`config.mk`:
```
export PLATFORM = sky130hd
export DESIGN_NAME = alsu_inc_sequencer
export DESIGN_NICKNAME = d
export VERILOG_FILES = /design/src/rtl/alsu_pkg.sv /design/src/rtl/alsu_inc_sequencer.sv
export SDC_FILE = /design/constraint.sdc
export NUM_CORES = 1
export LEC_CHECK = 0
export BUFFER_PORTS_ARGS = -buffer_cell sky130_fd_sc_hd__clkbuf_2
export CORE_MARGIN = 2
export CORE_UTILIZATION = 45
export DETAILED_ROUTE_END_ITERATION = 10
export HOLD_SLACK_MARGIN = 0.15
export PLACE_DENSITY_LB_ADDON = 0.08
export REMOVE_ABC_BUFFERS = 1
export SLEW_MARGIN = 20
export SYNTH_ARGS = -nofsm -noshare
export SYNTH_HDL_FRONTEND = slang
export SYNTH_SLANG_ARGS = --single-unit
```
`constraint.sdc`:
```
create_clock -name clk -period 2.5 [get_ports clk]
set_clock_uncertainty 0.2 [all_clocks]
set_input_delay 0.375 -clock clk [delete_from_list [all_inputs] [get_ports clk]]
set_output_delay 0.375 -clock clk [all_outputs]
set_load 0.05 [all_outputs]
```
`src/rtl/alsu_pkg.sv`:
```
// Shared definitions for the ALSU increment sequencer: state encoding and
// default operand / repeat-count widths.
package alsu_pkg;

    localparam int ALSU_WIDTH = 4;
    localparam int ALSU_CNT_W = 4;

    typedef enum logic [1:0] {
        ST_IDLE = 2'b00,
        ST_RUN  = 2'b01,
        ST_DONE = 2'b10
    } alsu_state_e;

endpackage

```
`src/rtl/alsu_inc_sequencer.sv`:
```
// Drives an external incrementer N times on a selected operand and returns
// the final value plus a sticky wrap flag through a valid/ready result port.
//
// state | meaning
// IDLE  | waiting for a command, cmd_ready high
// RUN   | one increment per edge, remaining counts down to 1
// DONE  | result held on res_data/res_wrap until res_ready
module alsu_inc_sequencer
    import alsu_pkg::*;
#(
    parameter int WIDTH = ALSU_WIDTH,
    parameter int CNT_W = ALSU_CNT_W
) (
    input  logic             clk,
    input  logic             rst_n,
    input  logic             cmd_valid,
    output logic             cmd_ready,
    input  logic [WIDTH-1:0] cmd_a,
    input  logic [WIDTH-1:0] cmd_b,
    input  logic             cmd_sel,
    input  logic [CNT_W-1:0] cmd_count,
    output logic [WIDTH-1:0] inc_a,
    output logic [WIDTH-1:0] inc_b,
    output logic             inc_sel,
    input  logic [WIDTH-1:0] inc_out,
    input  logic             inc_carry,
    output logic             res_valid,
    input  logic             res_ready,
    output logic [WIDTH-1:0] res_data,
    output logic             res_wrap,
    output logic             busy
);

    alsu_state_e      state_q, state_d;
    logic [WIDTH-1:0] a_q, a_d;
    logic [WIDTH-1:0] b_q, b_d;
    logic             sel_q, sel_d;
    logic [CNT_W-1:0] rem_q, rem_d;
    logic             wrap_q, wrap_d;

    always_ff @(posedge clk or negedge rst_n) begin
        if (!rst_n) begin
            state_q <= ST_IDLE;
            a_q     <= '0;
            b_q     <= '0;
            sel_q   <= 1'b0;
            rem_q   <= '0;
            wrap_q  <= 1'b0;
        end else begin
            state_q <= state_d;
            a_q     <= a_d;
            b_q     <= b_d;
            sel_q   <= sel_d;
            rem_q   <= rem_d;
            wrap_q  <= wrap_d;
        end
    end

    // Remaining is a down-counter; the RUN exit fires on terminal count 1.
    always_comb begin
        state_d = state_q;
        case (state_q)
            ST_IDLE: begin
                if (cmd_valid) begin
                    state_d = (cmd_count == '0) ? ST_DONE : ST_RUN;
                end
            end
            ST_RUN: begin
                if (rem_q == CNT_W'(1)) begin
                    state_d = ST_DONE;
                end
            end
            ST_DONE: begin
                if (res_ready) begin
                    state_d = ST_IDLE;
                end
            end
            default: state_d = ST_IDLE;
        endcase
    end

    always_comb begin
        a_d    = a_q;
        b_d    = b_q;
        sel_d  = sel_q;
        rem_d  = rem_q;
        wrap_d = wrap_q;
        case (state_q)
            ST_IDLE: begin
                if (cmd_valid) begin
                    a_d    = cmd_a;
                    b_d    = cmd_b;
                    sel_d  = cmd_sel;
                    rem_d  = cmd_count;
                    wrap_d = 1'b0;
                end
            end
            ST_RUN: begin
                if (sel_q) begin
                    b_d = inc_out;
                end else begin
                    a_d = inc_out;
                end
                wrap_d = wrap_q | inc_carry;
                rem_d  = rem_q - CNT_W'(1);
            end
            default: ;
        endcase
    end

    always_comb begin
        cmd_ready = (state_q == ST_IDLE);
        res_valid = (state_q == ST_DONE);
        busy      = (state_q == ST_RUN) || (state_q == ST_DONE);
        inc_a     = a_q;
        inc_b     = b_q;
        inc_sel   = sel_q;
        res_data  = sel_q ? b_q : a_q;
        res_wrap  = wrap_q;
    end

endmodule

```
# After elaboration in Yosys (flattened, before gate mapping)
# Index checks and enable logic that the tools add are counted.
# op_classes
add_sub_neg	1
eq_ne	8
mux	16
bitwise	1
reduce_logical	9
# op_table
op	count
two-way mux 4 bit	6
case mux 4 bit (2 select lines)	3
AND reduction 3 bit	3
two-way mux 2 bit	4
inequality test 2 bit (second input constant)	4
case mux 2 bit (3 select lines)	1
equality test 4 x 1 -> 1 bit (second input constant)	1
logical NOT 4 bit	1
AND reduction 2 bit	2
subtractor 4 x 1 -> 4 bit (second input constant)	1
equality test 2 x 1 -> 1 bit (second input constant)	1
equality test 2 bit (second input constant)	1
logical NOT 2 bit	1
inequality test 2 x 1 -> 1 bit (second input constant)	1
case mux 1 bit (2 select lines)	1
nonzero test 2 bit	1
logical OR 1 bit	1
two-way mux 1 bit	1
OR 1 bit	1
# totals
ff_bits	16
output_inout_bits	17
elab_cells	41

# Depth between registers and ports, before layout
# Gate-level depths: netlist of the first run.
# depth
word_depth	4
mapped_depth	7
mapped_depth_nobuf	5

# Worst setup path before layout of the first run
# OpenSTA, ideal clock, no wires.
# synth_path
kind	register to register
startpoint	reg state_q[0]
endpoint	reg b_q[0], in the netlist inc_b[0]
t_arrival_ns	1.892
t_required_ns	2.175
path_slack_ns	0.283
stages_incl_launch_ff	7
path_buffers	1
synth_period_minus_slack_ns	2.217
cell_sequence	dfrtp_1 inv_1 ha_1 buf_2 nor2_1 nor3_2 mux2_2
# synth_between
elab_chain_len	3
# synth_lines
element	line	text
from (decl)	alsu_inc_sequencer.sv:34	alsu_state_e state_q, state_d;
from (signal assigned)	alsu_inc_sequencer.sv:50	state_q <= state_d;
logical NOT 2 bit (*)	-	
named net cmd_ready	alsu_inc_sequencer.sv:17	output logic cmd_ready,
inequality test 2 bit (no source line) / nonzero test 2 bit (equally long branches)	-	
AND reduction 3 bit (no source line)	-	
to (signal assigned)	alsu_inc_sequencer.sv:45	b_q <= '0;
to (signal assigned)	alsu_inc_sequencer.sv:52	b_q <= b_d;
to (decl)	alsu_inc_sequencer.sv:36	logic [WIDTH-1:0] b_q, b_d;
# Mark *: on every way through the listed nets, which the timed path passes. The rest lies on a longest branch.
# A chain may end at the register's enable or synchronous reset.

# Worst setup path after layout of the first run
# layout_path
startpoint	reg state_q[0]
endpoint	out cmd_ready
# layout_between
elab_chain_len	1
# layout_lines
element	line	text
logical NOT 2 bit	alsu_inc_sequencer.sv:112	cmd_ready = (state_q == ST_IDLE);
to (decl)	alsu_inc_sequencer.sv:17	
# Every way passes these cells.

==> results.md, run 1 <==
- Area growth syn-to-layout: 26.42%
- Synth Instances: 103
- FF-to-FF End: inc_a[1]
- Ys Warns: 0
- Hold Path Class: primary input to register
- H-tree lvl count: 1
- Crit path largest cell delay: between 400 and 500 ps
- Initial Util: about 47%
- Crit path buffers/inverters: 2
- Clock buffer count from CTS: 3
- Relative slew margins: 70.84%
- Final period util: a little over four fifths
- Die area: between 2000 and 3000 um2
- Synth area leaders: dfrtp_1, mux2_2, ha_1, mux2_4, inv_1
- RSZ-0062 raised after global routing: false
- Clock slew at reported path FFs: 100 ps
- Clock sink count: 16
- Cell Area, Synth: 1032 um2
- Antenna diodes: 0
- Min cycle time layout: around 2100 ps
- Mapped Avg Cell Area: 10.02 um2
- DRC Markers: 0
- GRT overflow: 0
- Final Hold Violating Endpoints: 0
- Nets@finish: 172
- Worst R2R Path Depth: 5
- Async SR Flop Fraction: 100.0%
- DRT Wirelength: 2286 um
- Hold path start: cmd_count[0]
- Largest area contributor in the netlist: dfrtp_1
- Share of layout cells above drive strength 1: between 40% and 50%
- Area share of the largest cell type after synthesis: 38.79%
- Routed Antenna Nets: 0
- Hold path depth: 3
- Register area: 400.4 um2
- Slew Limit Fails: 0
- 1st-iter DRT viols: 9
- Largest net degree at the start of global routing: 22
- Hold slack: 204.8 ps
- Via/cell ratio: 5.360
- Slowest CP cell: dfrtp_1
- Port Buffer Count: 38
- Setup TNS: 0 ps
- Crit Path Category: register to output pin
- Finished Core Util: 59.57%
- TritonRoute pass-1 iters: 4
- Crit. End Element: output pin
- Multi-input logic area: 549.3 um2
- Cell family with most CP delay: buffers and inverters
- I/O Pins: 39
- Fill cells: between 200 and 250
- Width of the die: 51.90 um
- RePlAce Congestion: 0.8041
- Worst-margin pin slew: 433.5 ps
- GRT Total Usage: 18.90%
- CP Data Arrival Time: 1520 ps
- CP cell instances: inv_1, ha_1, clkbuf_2
- Worst-path maximum fanout: 12
- Vias in the first global route: 883
- Cell Rows: 17
- Maxcap violations: 0
- CTS tree: yes
- Via count: slightly above 900
- Number of synthesized register bits: 16
- Worst r2r src: state_q[0]
- Chip height: around 52 um
- Clock network latency to the later pin of the worst-skew pair: 280 ps
- Worst hold endpoint: rem_q[0]
- Core ar.: 2191 um2
- Max Freq: ~480 MHz
- Crit path depth: 3
- Initial antenna violation count: 0
- Distinct cells, synth: 34
- Ys flop type: dfrtp_1
- EDFF count, synth: 0
- First-pass GRT wire length: 3801 um
- Worst Path Required: approximately 1900 ps
- Outcome: finished clean
- Max Root-Sink Buffers: 2
- Dpl hpwl: 1719 um
- R2R Setup Slk: 470 ps
- Clock root buffer: clkbuf_4
- Sequential share of the synthesized area: 38.79%
- Endpoints failing setup: 0
- Drt wl/cell: 13.29 um
- CP Launch Type: register
-- layout make-up --
cell class	instances	area share, %
clock buffers	4	2.780
inverters	13	3.739
multi-input cells	68	42.09
flip-flops and latches	16	30.68
well taps	28	2.685
repair buffers	43	18.02
-- cell usage after synthesis (2+ instances only) --
cell      number
inv_1         13
buf_2          3
nor3b_1        2
nor2b_1        3
mux2_2         9
nand2_1        7
mux2_4         4
o211ai_1       2
o221ai_1       2
dfrtp_1       16
ha_1           5
o21ai_0        8
a21oi_1        5
nor2_1         3
clkbuf_1       2
-- worst min-delay path, delay by kind of cell --
| family | cells | cell delay [ps] |
|---|---|---|
| AOI/OAI and AO/OA | 2 | 170 |
| buffers and inverters | 1 | 110 |
-- sequential cells by signal, summed over array words and instances (netlist names) --
name	count
inc_a	4
inc_b	4
inc_sel	1
rem_q	4
res_wrap	1
state_q	2
-- stage by stage --
| step | setup slack [ps] | cell area [um2] | cells |
|---|---|---|---|
| finish | 400.2 | 1305 | 172 |
| global route | 314.9 | 1305 | 172 |
| CTS | 391.9 | 1305 | 172 |
| detailed placement | 469.4 | 1239 | 165 |
| global placement | 541.1 | 1239 | 165 |
| floorplan | 141.8 | 998.5 | 97 |
-- worst max-delay path by stage --
stage | from | endpoint | slack, ps
after global routing | state_q[0] | cmd_ready | 310
after floorplan | state_q[0] | inc_a[0] | 140
after detailed placement | state_q[0] | inc_b[0] | 470
after global placement | state_q[0] | inc_b[3] | 540
final | state_q[0] | cmd_ready | 400
after CTS | state_q[0] | cmd_ready | 390
-- kinds of logic (layout without fill, tap and decap cells) --
group                    after synthesis  count (layout)  synth area share [%]
flip-flops                            16              16                 38.79
AO/OA/AOI/OAI                         27              27                 18.43
multiplexers                          13              13                 15.64
adder cells (fa/ha/maj)                5               5                 6.061
AND/OR/NAND/NOR                       23              23                 13.09
buffers and inverters                 19              60                 8.000
-- cell usage in the layout (no fill, tap or decap), types with 2 or more instances in the layout --
cell type | netlist | final
buf_4 | 0 | 2
dlygate4sd3_1 | 0 | 3
clkbuf_4 | 0 | 3
o211ai_1 | 2 | 2
nor2_1 | 3 | 3
mux2_4 | 4 | 4
a21oi_1 | 5 | 5
mux2_2 | 9 | 9
nand2_1 | 7 | 7
nor3b_1 | 2 | 2
nor2b_1 | 3 | 3
o21ai_0 | 8 | 8
o221ai_1 | 2 | 2
inv_1 | 13 | 13
ha_1 | 5 | 5
dfrtp_1 | 16 | 16
clkbuf_2 | 0 | 38
-- timing repair --
| action | 4_1_cts | 5_1_grt |
|---|---|---|
| buffers inserted | 0 | 0 |
| setup endpoints to repair | 0 | 0 |
| hold buffers | 3 | 0 |
| gates resized for setup | 0 | 0 |
| hold endpoints to repair | 18 | 0 |
-- layer usage --
| layer | GRT usage (%) | wire [um] | share of wire (%) |
|---|---|---|---|
| met1 | 23.18 | 1008 | 44 |
| met2 | 32.91 | 1181 | 52 |
| met3 | 2.586 | 82 | 3.6 |
| met4 | 7.895 | 14 | 0.61 |
| met5 | 0 | 0 | 0 |
Power of run 1 is left out: the tool's default activity adds up to more than one toggle a clock period on the data nets, which glitch-free logic cannot reach.
==> run 2, diff against run 1 <==
Settings changed: CORE_UTILIZATION 45 to 43.
Clock period 2.5 ns to 1.8 ns, I/O delays scaled along.
==> results.md, run 2 (same netlist as run 1, synthesis figures left out) <==
- CP Launch Type: register
- Drt wl/cell: 16.44 um (+24%)
- Slew Limit Fails: 0 (unchanged)
- 1st-iter DRT viols: 24 (+15)
- Slowest CP cell: dfrtp_1
- GR Util met1: 26.76% (+3.6 points)
- RSZ-0062 raised after global routing: true
- Max Root-Sink Buffers: 2 (unchanged)
- Met2 Track Usage GR: 41.25% (+8.3 points)
- Initial Util: 46.22% (-0.90 points)
- Chip height: 53.00 um (+2.1%)
- Antenna diodes: 0 (unchanged)
- Final Hold Violating Endpoints: 0 (unchanged)
- Worst Path Required: 1810 ps (-110 ps)
- Cell family with most CP delay: compound AO/OA/AOI/OAI gates
- Port Buffer Count: 38 (unchanged)
- Area growth syn-to-layout: 63.15%
- Setup TNS: -20.16 ps (-20.16 ps)
- Crit path largest cell delay: 410 ps (about the same)
- Clock slew at reported path FFs: 110 ps (about the same)
- RePlAce Congestion: 0.7442 (-7.4%)
- Met3 Usage GRT: 3.672% (+1.1 points)
- DRT Wirelength: 3223 um (+41%)
- GR peak layer: met2
- Final Cell Area: 1684 um2 (+29%)
- Worst-margin pin slew: 472.8 ps (+39.30 ps)
- Initial antenna violation count: 0 (unchanged)
- Crit path buffers/inverters: 1 (-1)
- CP cell instances: inv_2, ha_4, or3b_4, a211o_1, a21o_1
- Routed Antenna Nets: 0 (unchanged)
- Clock buffer count from CTS: 3 (unchanged)
- Share of layout cells above drive strength 1: 57.74% (+15 points)
- Final setup margin: -20.16 ps (-420.4 ps)
- Clock sink count: 16 (unchanged)
- CTS tree: yes
- Register area: 402.9 um2 (+0.62%)
- Clock network latency to the later pin of the worst-skew pair: 300 ps (+20 ps)
- Min cycle time layout: 1820 ps
- Relative slew margins: 68.22% (-2.6 points)
- R2R Setup Slk: -20 ps (-490 ps)
- Dpl hpwl: 1953 um (+14%)
- GRT overflow: 0 (unchanged)
- Via/cell ratio: 5.224 (-2.5%)
- Highest-count cells in the layout ignoring fill and taps: clkbuf_2, buf_4, dfrtp_1, inv_1, dlygate4sd3_1
- Nets@finish: 196 (+14%)
- First-pass GRT wire length: 4602 um (+21%)
- Failing checks: setup timing
- Crit. End Element: register
- Clock root buffer: clkbuf_4
- Via count: 1024 (+11%)
- Commonest non-fill, non-tap cell in the layout: clkbuf_2
- Die area: 2808 um2 (+4.3%)
- DRC Markers: 0 (unchanged)
- Final period util: 101.1%
- CP Data Arrival Time: 1830 ps (+310 ps)
- Width of the die: 53.00 um (+2.1%)
- Placed Instance Area: 1306 um2 (+5.5%)
- Crit Path Category: register to register
- H-tree lvl count: 1 (unchanged)
- Vias in the first global route: 1001 (+13%)
- Multi-input logic area: 661.9 um2 (+21%)
- Cell Rows: 17 (unchanged)
- GRT Total Usage: 23.54% (+4.6 points)
- Max Freq: between 500 and 600 MHz
- Fill cells: 173 (-18%)
- Endpoints failing setup: 1 (+1)
- Outcome: finished with violations
- TritonRoute pass-1 iters: 4 (unchanged)
- Hold Path Class: primary input to register
- Maxcap violations: 0 (unchanged)
- I/O Pins: 39 (unchanged)
- Worst-path maximum fanout: 2 (-10)
- Core ar.: 2233 um2 (+1.9%)
- Largest net degree at the start of global routing: 17 (-23%)
## run 2: metal layers
layer	share of wire [%]	up-vias
met5	0	-
met2	54	34
met4	3.1	0
li1	-	497
met1	39	480
met3	3.8	13
## run 2: through the flow
stage	hold WS (ps)	std cells	util (%)	worst slack, ps
after floorplan	-225.6	97	-	-558.2
after global placement	20.59	174	58.49	6.848
after detailed placement	24.23	174	58.49	-145.3
after CTS	159.0	190	67.11	4.352
after global routing	156.2	196	75.41	-75.86
final	132.5	196	75.41	-20.16
## run 2: what timing repair did
action                     4_1_cts  5_1_grt
resized for setup               13       41
pin swaps                        4        5
setup endpoints to repair       17       19
hold buffers                     9        0
setup buffers                    3        6
hold endpoints to repair        26        0
## run 2: worst paths after layout
check	end	cells after the start	from
worst max-delay path	state_q[0]	5	rem_q[1]
worst min-delay path	inc_a[1]	4	inc_out[1]
worst max register to register	state_q[0]	5	rem_q[1]
worst min register to register	res_wrap	2	res_wrap
max in group asynchronous	inc_sel	2	rst_n
min in group asynchronous	rem_q[0]	2	rst_n
## run 2: final cells by class
| class | instances | area share [%] |
|---|---|---|
| clock buffers | 4 | 2.155 |
| inverters | 13 | 2.897 |
| multi-input cells | 68 | 39.30 |
| flip-flops and latches | 16 | 23.92 |
| well taps | 28 | 2.080 |
| repair buffers | 67 | 29.64 |
## run 2: worst min-delay path, stage by stage
cell      delay [ps]
clkbuf_2          70
nand2_1           50
o21ai_0           70
mux2_4           140
Power of run 2 is left out for the same reason.
==> run 3, diff against run 2 <==
Settings changed: ABC_CLOCK_PERIOD_IN_PS from default to 1800, CELL_PAD_IN_SITES_DETAIL_PLACEMENT from default to 0, CELL_PAD_IN_SITES_GLOBAL_PLACEMENT from default to 1, CORE_UTILIZATION 43 to 32.
==> results.md, run 3 (same netlist as run 1, synthesis figures left out) <==
- R2R Setup Slk: 50 ps (+70 ps)
- RSZ-0062 raised after global routing: true
- Share of layout cells above drive strength 1: 50.62% (-7.1 points)
- Dpl hpwl: 1906 um (-2.4%)
- Highest-count cells in the layout ignoring fill and taps: clkbuf_2, dfrtp_1, inv_1, dlygate4sd3_1, buf_4
- CP Launch Type: register
- End of the critical path: res_data[3]
- First-pass GRT wire length: 4284 um (-6.9%)
- GRT Total Usage: 16.12% (-7.4 points)
- CTS tree: yes
- Worst-margin pin slew: 435.2 ps (-37.53 ps)
- Via count: 965 (-5.8%)
- Crit Path Category: register to output pin
- Initial antenna violation count: 0 (unchanged)
- Cell Rows: 20 (+3)
- TritonRoute pass-1 iters: 4 (unchanged)
- Clock network latency to the later pin of the worst-skew pair: 290 ps (about the same)
- Largest net degree at the start of global routing: 17 (unchanged)
- Vias in the first global route: 921 (-8.0%)
- H-tree lvl count: 1 (unchanged)
- Width of the die: 60.80 um (+15%)
- Initial Util: 33.81% (-12 points)
- Fill cells: 300 (+73%)
- Via/cell ratio: 4.684 (-10%)
- Clock buffer count from CTS: 3 (unchanged)
- Max Freq: 567.2 MHz (+3.2%)
- FF-to-FF End: inc_b[1]
- Die area: 3696 um2 (+32%)
- Worst Path Required: 1330 ps (-480 ps)
- Clock sink count: 16 (unchanged)
- Core ar.: 3053 um2 (+37%)
- DRC Markers: 0 (unchanged)
- Endpoints failing setup: 0 (-1)
- GRT overflow: 0 (unchanged)
- Chip height: 60.80 um (+15%)
- CP Data Arrival Time: 1290 ps (-540 ps)
- Nets@finish: 190 (-3.1%)
- WL met2: 1339 um (-23%)
- Worst R2R Path Depth: 6 (+1)
- Clock root buffer: clkbuf_4
- Commonest non-fill, non-tap cell in the layout: clkbuf_2
- Drt wl/cell: 13.18 um (-20%)
- Maxcap violations: 0 (unchanged)
- Relative slew margins: 70.74% (+2.5 points)
- Worst-path maximum fanout: 8 (+6)
- Setup TNS: 0 ps (+20.16 ps)
- Uppermost layer routed: met4
- Port Buffer Count: 38 (unchanged)
- Crit path from: inc_sel
- Met3 wire len: 109 um (-11%)
- Slew Limit Fails: 0 (unchanged)
- Crit. End Element: output pin
- I/O Pins: 39 (unchanged)
- Hold Path Class: primary input to register
- Area growth syn-to-layout: 57.09%
- DRT Wirelength: 2716 um (-16%)
- M1 WL: 1227 um (-2.0%)
- Min cycle time layout: 1763 ps (-57.19 ps)
- RePlAce Congestion: 0.7860 (+5.6%)
- Routed Antenna Nets: 0 (unchanged)
- Final period util: 97.94% (-3.2 points)
- 1st-iter DRT viols: 41 (+71%)
- Outcome: finished clean
- Final Hold Violating Endpoints: 0 (unchanged)
- Clock slew at reported path FFs: 110 ps (about the same)
- Antenna diodes: 0 (unchanged)
- Worst r2r src: state_q[0]
- Max Root-Sink Buffers: 2 (unchanged)
==> run 3: cell count changes in the layout (fill, tap and decap cells not counted), moves of 2 or more <==
| cell | before | now |
|---|---|---|
| ha_4 | 4 | 2 |
| buf_8 | 2 | 5 |
| buf_4 | 18 | 10 |
| ha_1 | 1 | 3 |
| mux2_4 | 6 | 8 |
| mux2_2 | 7 | 5 |
==> run 3: what timing repair did <==
action | CTS | global route
setup buffers | 0 | 1
pin swaps | 0 | 2
resized for setup | 16 | 26
endpoints found under the hold margin | 28 | 0
gates cloned | 0 | 0
setup endpoints to repair | 16 | 19
hold buffers | 10 | 0
==> run 3: final cells by class <==
class / count / area, um2 / area share, %
clock buffers: 4 / 36.28 / 2.238
multi-input cells: 68 / 624.3 / 38.50
inverters: 13 / 48.80 / 3.009
well taps: 44 / 55.05 / 3.395
repair buffers: 61 / 455.4 / 28.09
flip-flops and latches: 16 / 401.6 / 24.77
==> run 3: worst min path at each step <==
stage | slack (ps) | startpoint | cells past startpoint | to
after detailed placement | 30 | rst_n | 1 | inc_a[0]
after CTS | 160 | cmd_b[3] | 4 | inc_b[3]
after floorplan | -230 | rst_n | 0 | inc_a[0]
final | 160 | cmd_b[3] | 4 | inc_b[3]
after global placement | 20 | rst_n | 1 | inc_a[2]
after global routing | 180 | cmd_a[2] | 4 | inc_a[2]
==> run 3: routing by layer <==
layer  track usage, %  vias up
li1                 -      479
met1            20.42      453
met2            26.88       29
met3            2.559        4
met4            7.453        0
met5                0        -
==> run 3: metrics by stage <==
stage          cells  area, um2  hold slack (ps)  setup WS, ps  util, %
2_1_floorplan     97      998.5           -225.6        -558.2        -
3_3_place_gp     191       1334            24.02        -5.991    43.69
3_5_place_dp     191       1334            32.92        -46.23    43.69
4_1_cts          205       1528            160.8        -18.20    50.04
5_1_grt          206       1622            177.0        -24.60    53.11
6_report         206       1622            160.2         37.03    53.11
==> run 3: worst max-delay path: stages (launching register included) <==
cell and delay [ps]:
dfrtp_2 510, mux2_4 340, buf_8 150
Power of run 3 is left out for the same reason.
